$ cat src/rtl/uc_runctl.sv
// uc_runctl: opcode decode plus start/stop/single-step/halt run control for the 8-bit microcontroller.
// Define UC_ICOUNT_EN to build the ICW-bit retired-instruction counter; otherwise icount reads 0.
module uc_runctl #(
   parameter int ICW = 16
) (
   input  logic           clk,
   input  logic           reset,
   input  logic [5:0]     opcode,
   input  logic           z,
   input  logic           start,
   input  logic           stop,
   input  logic           step,
   output logic           pc_en,
   output logic           s_inc,
   output logic           s_inm,
   output logic           we3,
   output logic           wez,
   output logic [2:0]     op,
   output logic           busy,
   output logic           halted,
   output logic [ICW-1:0] icount
);

   typedef enum logic [1:0] {
      IDLE = 2'd0,
      RUN  = 2'd1,
      STEP = 2'd2,
      HALT = 2'd3
   } state_t;

   state_t state;
   logic   d_we3;
   logic   d_wez;
   logic   is_halt;
   logic   exec;

   always_comb begin
      // NOTE: every signal written here gets a default first, so no decode path can infer a latch.
      s_inc   = 1'b0;
      s_inm   = 1'b0;
      op      = 3'b000;
      d_we3   = 1'b0;
      d_wez   = 1'b0;
      is_halt = 1'b0;
      if (!opcode[5]) begin
         op    = opcode[4:2];
         d_we3 = 1'b1;
         d_wez = 1'b1;
      end else if (opcode[5:2] == 4'b1000) begin
         s_inm = 1'b1;
         d_we3 = 1'b1;
      end else begin
         case (opcode)
            6'b100100: s_inc   = 1'b1;
            6'b100101: s_inc   = z;
            6'b100110: s_inc   = ~z;
            6'b111111: is_halt = 1'b1;
            default:   s_inc   = 1'b0;
         endcase
      end
   end

   // An exec cycle retires the presented instruction; reset and HALT opcodes never retire.
   always_comb begin
      exec = 1'b0;
      if (!reset) begin
         case (state)
            RUN:     exec = !stop && !is_halt;
            STEP:    exec = !is_halt;
            default: exec = 1'b0;
         endcase
      end
   end

   assign pc_en = exec;
   assign we3   = d_we3 & exec;
   assign wez   = d_wez & exec;

   always_ff @(posedge clk) begin
      // NOTE: sequential state uses non-blocking assignments so every register samples pre-edge values.
      if (reset) begin
         state  <= IDLE;
         busy   <= 1'b0;
         halted <= 1'b0;
      end else begin
         case (state)
            IDLE: begin
               if (start) begin
                  state <= RUN;
                  busy  <= 1'b1;
               end else if (step) begin
                  state <= STEP;
                  busy  <= 1'b1;
               end
            end
            RUN: begin
               if (stop) begin
                  state <= IDLE;
                  busy  <= 1'b0;
               end else if (is_halt) begin
                  state  <= HALT;
                  busy   <= 1'b0;
                  halted <= 1'b1;
               end
            end
            STEP: begin
               busy <= 1'b0;
               if (is_halt) begin
                  state  <= HALT;
                  halted <= 1'b1;
               end else begin
                  state <= IDLE;
               end
            end
            HALT: begin
               state  <= HALT;
               busy   <= 1'b0;
               halted <= 1'b1;
            end
            default: begin
               state  <= IDLE;
               busy   <= 1'b0;
               halted <= 1'b0;
            end
         endcase
      end
   end

`ifdef UC_ICOUNT_EN
   logic [ICW-1:0] count;

   always_ff @(posedge clk) begin
      if (reset) begin
         count <= '0;
      end else if (exec) begin
         count <= count + ICW'(1);
      end
   end

   assign icount = count;
`else
   assign icount = '0;
`endif

endmodule

$ cat config.mk
export PLATFORM = sky130hd
export DESIGN_NAME = uc_runctl
export DESIGN_NICKNAME = d
export VERILOG_FILES = /design/src/rtl/uc_runctl.sv
export SDC_FILE = /design/constraint.sdc
export NUM_CORES = 1
export LEC_CHECK = 0
export BUFFER_PORTS_ARGS = -buffer_cell sky130_fd_sc_hd__buf_2
export CORE_MARGIN = 4
export CORE_UTILIZATION = 39
export DETAILED_ROUTE_END_ITERATION = 16
export PLACE_DENSITY = 0.77
export SLEW_MARGIN = 20
export SYNTH_ARGS = -nofsm -noshare
export SYNTH_HDL_FRONTEND = slang
export SYNTH_SLANG_ARGS = --single-unit
$ cat constraint.sdc
create_clock -name clk -period 1.8 [get_ports clk]
set_input_delay 0.27 -clock clk [delete_from_list [all_inputs] [get_ports clk]]
set_output_delay 0.27 -clock clk [all_outputs]
set_load 0.01 [all_outputs]
* After elaboration in Yosys (flattened, before gate mapping)
Index checks and enable logic that the tools add are counted.
Storage, ports and cells: bits of input ports 12, register bits 4, output and inout port bits 26, logic and storage cells 52
Operators by class: muxes and demuxes 27, bitwise logic cells 3, equality and inequality tests 11, reductions and logical operators 8
Operators with widths (number):
- 6-bit == test (second input constant) | 4
- 1-bit 2-to-1 mux | 16
- 2-bit 2-to-1 mux | 5
- 1-bit case mux with 3 select lines | 3
- 2-bit case mux with 4 select lines | 1
- 3-bit inequality test (second input constant) | 2
- 2-bit == test (second input constant) | 2
- 4-bit == test (second input constant) | 1
- 2-bit AND reduction | 2
- 3-bit 2-to-1 mux | 1
- 3-bit nonzero test | 1
- 1-bit bitwise AND | 2
- 2-bit by 1-bit == test with 1-bit output (second input constant) | 1
- 1-bit logical NOT | 2
- 2-bit logical NOT | 1
- 2-bit inequality test (second input constant) | 1
- 1-bit case mux with 2 select lines | 1
- 2-bit OR reduction | 1
- 1-bit logical AND | 1
- 1-bit inverter | 1

* Logic depth before layout (Yosys ltp)
depth in word-level cells 9, gate-level depth with buffers 6, mapped depth without buffers 6

* Worst setup path after synthesis
OpenSTA, ideal clock, no wires.
path type flip-flop to output port, from register state[1], to output wez, path slack 0.116 ns, path buffers 0, required time 1.530 ns, cell stages (with the launch flop) 7, arrival 1.414 ns, path through dfxtp_1 -> inv_1 -> ha_1 -> nor2b_4 -> nor2_1 -> or4b_4 -> nor2_1
Between the ends: word-level cells in the longest chain between the ends 4, elaborated cells between the ends (all ways) 5
Ends and longest elaborated chain:
- start: declaration | line 31 | state_t state;
- start signal: assignment | line 82 | state <= IDLE;
- start signal: assignment | line 89 | state <= RUN;
- start signal: assignment | line 92 | state <= STEP;
- 2-bit == test / 2-bit by 1-bit == test with 1-bit output (equally long branches) | line 67 | case (state)
- 1-bit case mux with 2 select lines (*) | line 67
- 1-bit 2-to-1 mux (*) | line 66 | if (!reset) begin
- 1-bit bitwise AND (*) | line 77 | assign wez = d_wez & exec;
- end: declaration | line 17 | output logic wez,
Every way passes the cells marked *; elsewhere a longest branch is shown, timed or not.

* Worst setup path after layout
from register state[1], to output we3
Between the ends: word-level cells in the longest chain between the ends 4, elaborated cells between the ends (all ways) 5
Ends and longest elaborated chain:
- 2-bit == test / 2-bit by 1-bit == test with 1-bit output (equally long branches) | line 67
- 1-bit case mux with 2 select lines (*) | line 67
- 1-bit 2-to-1 mux (*) | line 66
- 1-bit bitwise AND (*) | line 76 | assign we3 = d_we3 & exec;
- end: declaration | line 16 | output logic we3,
Marks and branches as above.

==> results.ini <==
[outcome]
status = complete, but fails checks
failed_checks = negative setup slack

[final_layout]
final_area_um2 = 661
area_growth_pct = 26.6
fillers = 120
layout-drive-gt1-share_pct = 48.3
final_cells = 103
post-route-util_pct = 55.7
insertedDiodeCount = 0
nets = 108

[route]
drt-total-wl_um = 1020
ant_nets = 0
vias = 462
viasPerCell = 4.49
drtIter0Drc = 3
wl_per_cell_um = 9.88
firstDrtPassIters = 3
route.detailed.drc = 0

[place]
portBuffers = 21
hpwlAfterDp_um = 860
place_area_um2 = 588
place_inst = 98
place.gp.congestion = 0.743
dp_slack_ns = 0.0317

[pwr]
seq_power_share_pct = 26.3
powerDensity_mw_per_mm2 = 800
power_frac_clock_pct = 20.0
power.total_w = 0.000528
ir_worst_vdd_mv = 0.521
power.switching_w = 0.000198
swShare_pct = 37.4
pwr-share-comb_pct = 53.7
internal_power_w = 0.000331
leakagePower_nw = 0.346

[yosys]
synthXorXnorAreaFrac_pct = 0
postSynthAreaPerCell_um2 = 8.28
synth_compound_area_share_pct = 12.2
ys_seq_area_share_pct = 15.3
synth_edf_count = 0
synth_area_um2 = 522
yosys.cell_types.count = 28
async_reset_ff_share_pct = 0
synthSimpleGateAreaFrac_pct = 31.9
synth.area.mux_share_pct = 1.92
synth_top_family_by_area = simple AND/OR/NAND/NOR gates
synthFlopType = dfxtp_1
synthAdderAreaFrac_pct = 12.0
ys_seq_elements = 4
yosysWarnings = 0
synthCells = 63

[worst_setup_path]
r2r_end = state[1]
endpoint_kind = primary output
reg2reg_from = state[1]
setup.worst_path.class = register to primary output
required_ns = 1.53
reg2reg_depth = 8
worstPathMaxFanout = 3
critPathLaunchType = register
rrSetupSlack_ns = 0.15
worstPathArrival_ns = 1.64
setup.worst_path.end = we3
startpoint = state[1]

[hold_path]
hold_depth = 2
hold_path_class = input port to register

[die]
initial_core_util_pct = 44.0
core_mm2 = 0.00119
io_pins = 38
rows = 12
die_x_um = 44.6
dieArea_mm2 = 0.00199
fp.dieH_um = 44.6

[global_routing]
grt_max_degree = 9
grt-ovfl-total = 0
grtUsageTotal_pct = 9.70
antenna_found_initial = 0
grt_pass1_wl_um = 1470
grt_pass1_vias = 375

[cts]
path_clk_slew_ns = 0.04
cts-root-buf = clkbuf_4
cts_tree = built
cts_buffer_depth = 2
h-tree-depth = 1
ctsHoldBuffers = 0
insertion_delay_ns = 0.23
cts-buffers-inserted = 3
cts.sinks = 4

[timing]
min_period_ns = 1.91
finalCritPeriodShare_pct = 106
setup_violations = 3
clock_skew_ns = 0.00390
fmax_mhz = 524
finalHoldViolCount = 0
setup_ws_ns = -0.110
slew_violations = 0
rsz0062_at_grt = true

[job]
cap_viol_max_count = 0

-- cells in the mapped netlist (2+ instances only) --
cell	count	share of area, %
buf_4	16	23
ha_1	5	12
a21oi_1	4	3.8
dfxtp_1	4	15
inv_1	4	2.9
nor2_1	3	2.2
and2b_1	2	2.9
nor2_2	2	2.4
nor4b_1	2	3.4
o21ai_0	2	1.9
o2bb2ai_1	2	3.4
-- worst max-delay path: stages (launching register included) --
cell and delay, ns:
dfxtp_2 0.32, inv_4 0.07, ha_4 0.12, nor2b_4 0.13
nor2_1 0.04, or4b_4 0.49, nor2_2 0.11, buf_2 0.13
-- power by group through the flow --
stage / registers (W) / logic (W) / clock network [W]
3_3_place_gp: 0.000127 / 0.000250 / 0
3_5_place_dp: 0.000128 / 0.000255 / 0
2_1_floorplan: 0.000135 / 0.000191 / 0
4_1_cts: 0.000137 / 0.000267 / 0.000111
6_report: 0.000139 / 0.000284 / 0.000106
5_1_grt: 0.000144 / 0.000327 / 0.000119
-- layout make-up --
cell class / count / area [um^2] / area share, %
Timing Repair Buffer: 24 / 128 / 19.3
Tap cell: 14 / 17.5 / 2.65
Clock buffer: 3 / 22.5 / 3.41
Multi-Input combinational cell: 54 / 390 / 59.1
Sequential cell: 4 / 85.1 / 12.9
Inverter: 4 / 17.5 / 2.65
-- how the worst min path moves through the flow --
stage / start / endpoint / slack, ns
floorplan: reset / busy / 0.34
global placement: halted / halted / 0.43
detailed placement: halted / halted / 0.44
CTS: reset / busy / 0.26
global route: reset / busy / 0.27
finish: reset / busy / 0.26
-- cell usage in the layout, fill, tap and decap left out, types with 2 or more instances in the layout --
cell	Yosys	routed
o2bb2ai_1	2	2
clkbuf_4	0	3
o21ai_0	2	2
inv_1	4	2
a21oi_1	4	4
nor2_2	2	2
ha_4	0	2
dfxtp_1	4	2
buf_2	0	21
ha_1	5	2
nor2_1	3	3
conb_1	1	16
nor4b_1	2	2
buf_4	16	3
and2b_1	2	2
-- metrics by stage --
| step | TNS (ns) | hold slack (ns) |
|---|---|---|
| after floorplan | 0 | 0.339 |
| after global placement | 0 | 0.434 |
| after detailed placement | 0 | 0.442 |
| after CTS | -0.302 | 0.256 |
| after global routing | -0.446 | 0.269 |
| final | -0.276 | 0.260 |
-- cells by family after synthesis --
kind of cell,Yosys count
and+or+nand+nor,22
buffers and inverters,20
AOI/OAI and AO/OA,10
adders and majority gates,5
DFF,4
muxes,1
other,1
-- what timing repair did --
action,in CTS,in global routing
pin swaps,1,1
endpoints found under the setup margin,3,3
resized for setup,7,3
setup buffers,1,1
-- registers in the layout, summed over array words and instances, names as in the netlist --
| signal | count |
|---|---|
| halted | 1 |
| busy | 1 |
| state | 2 |
-- per-layer routing --
metal	track usage (%)	vias to the layer above	routed length, um
li1	-	237	-
met3	4.07	0	127
met2	16.9	24	500
met5	0	-	0
met4	1.81	0	0
met1	11.0	201	390
Power figures use the tool's default switching activity.
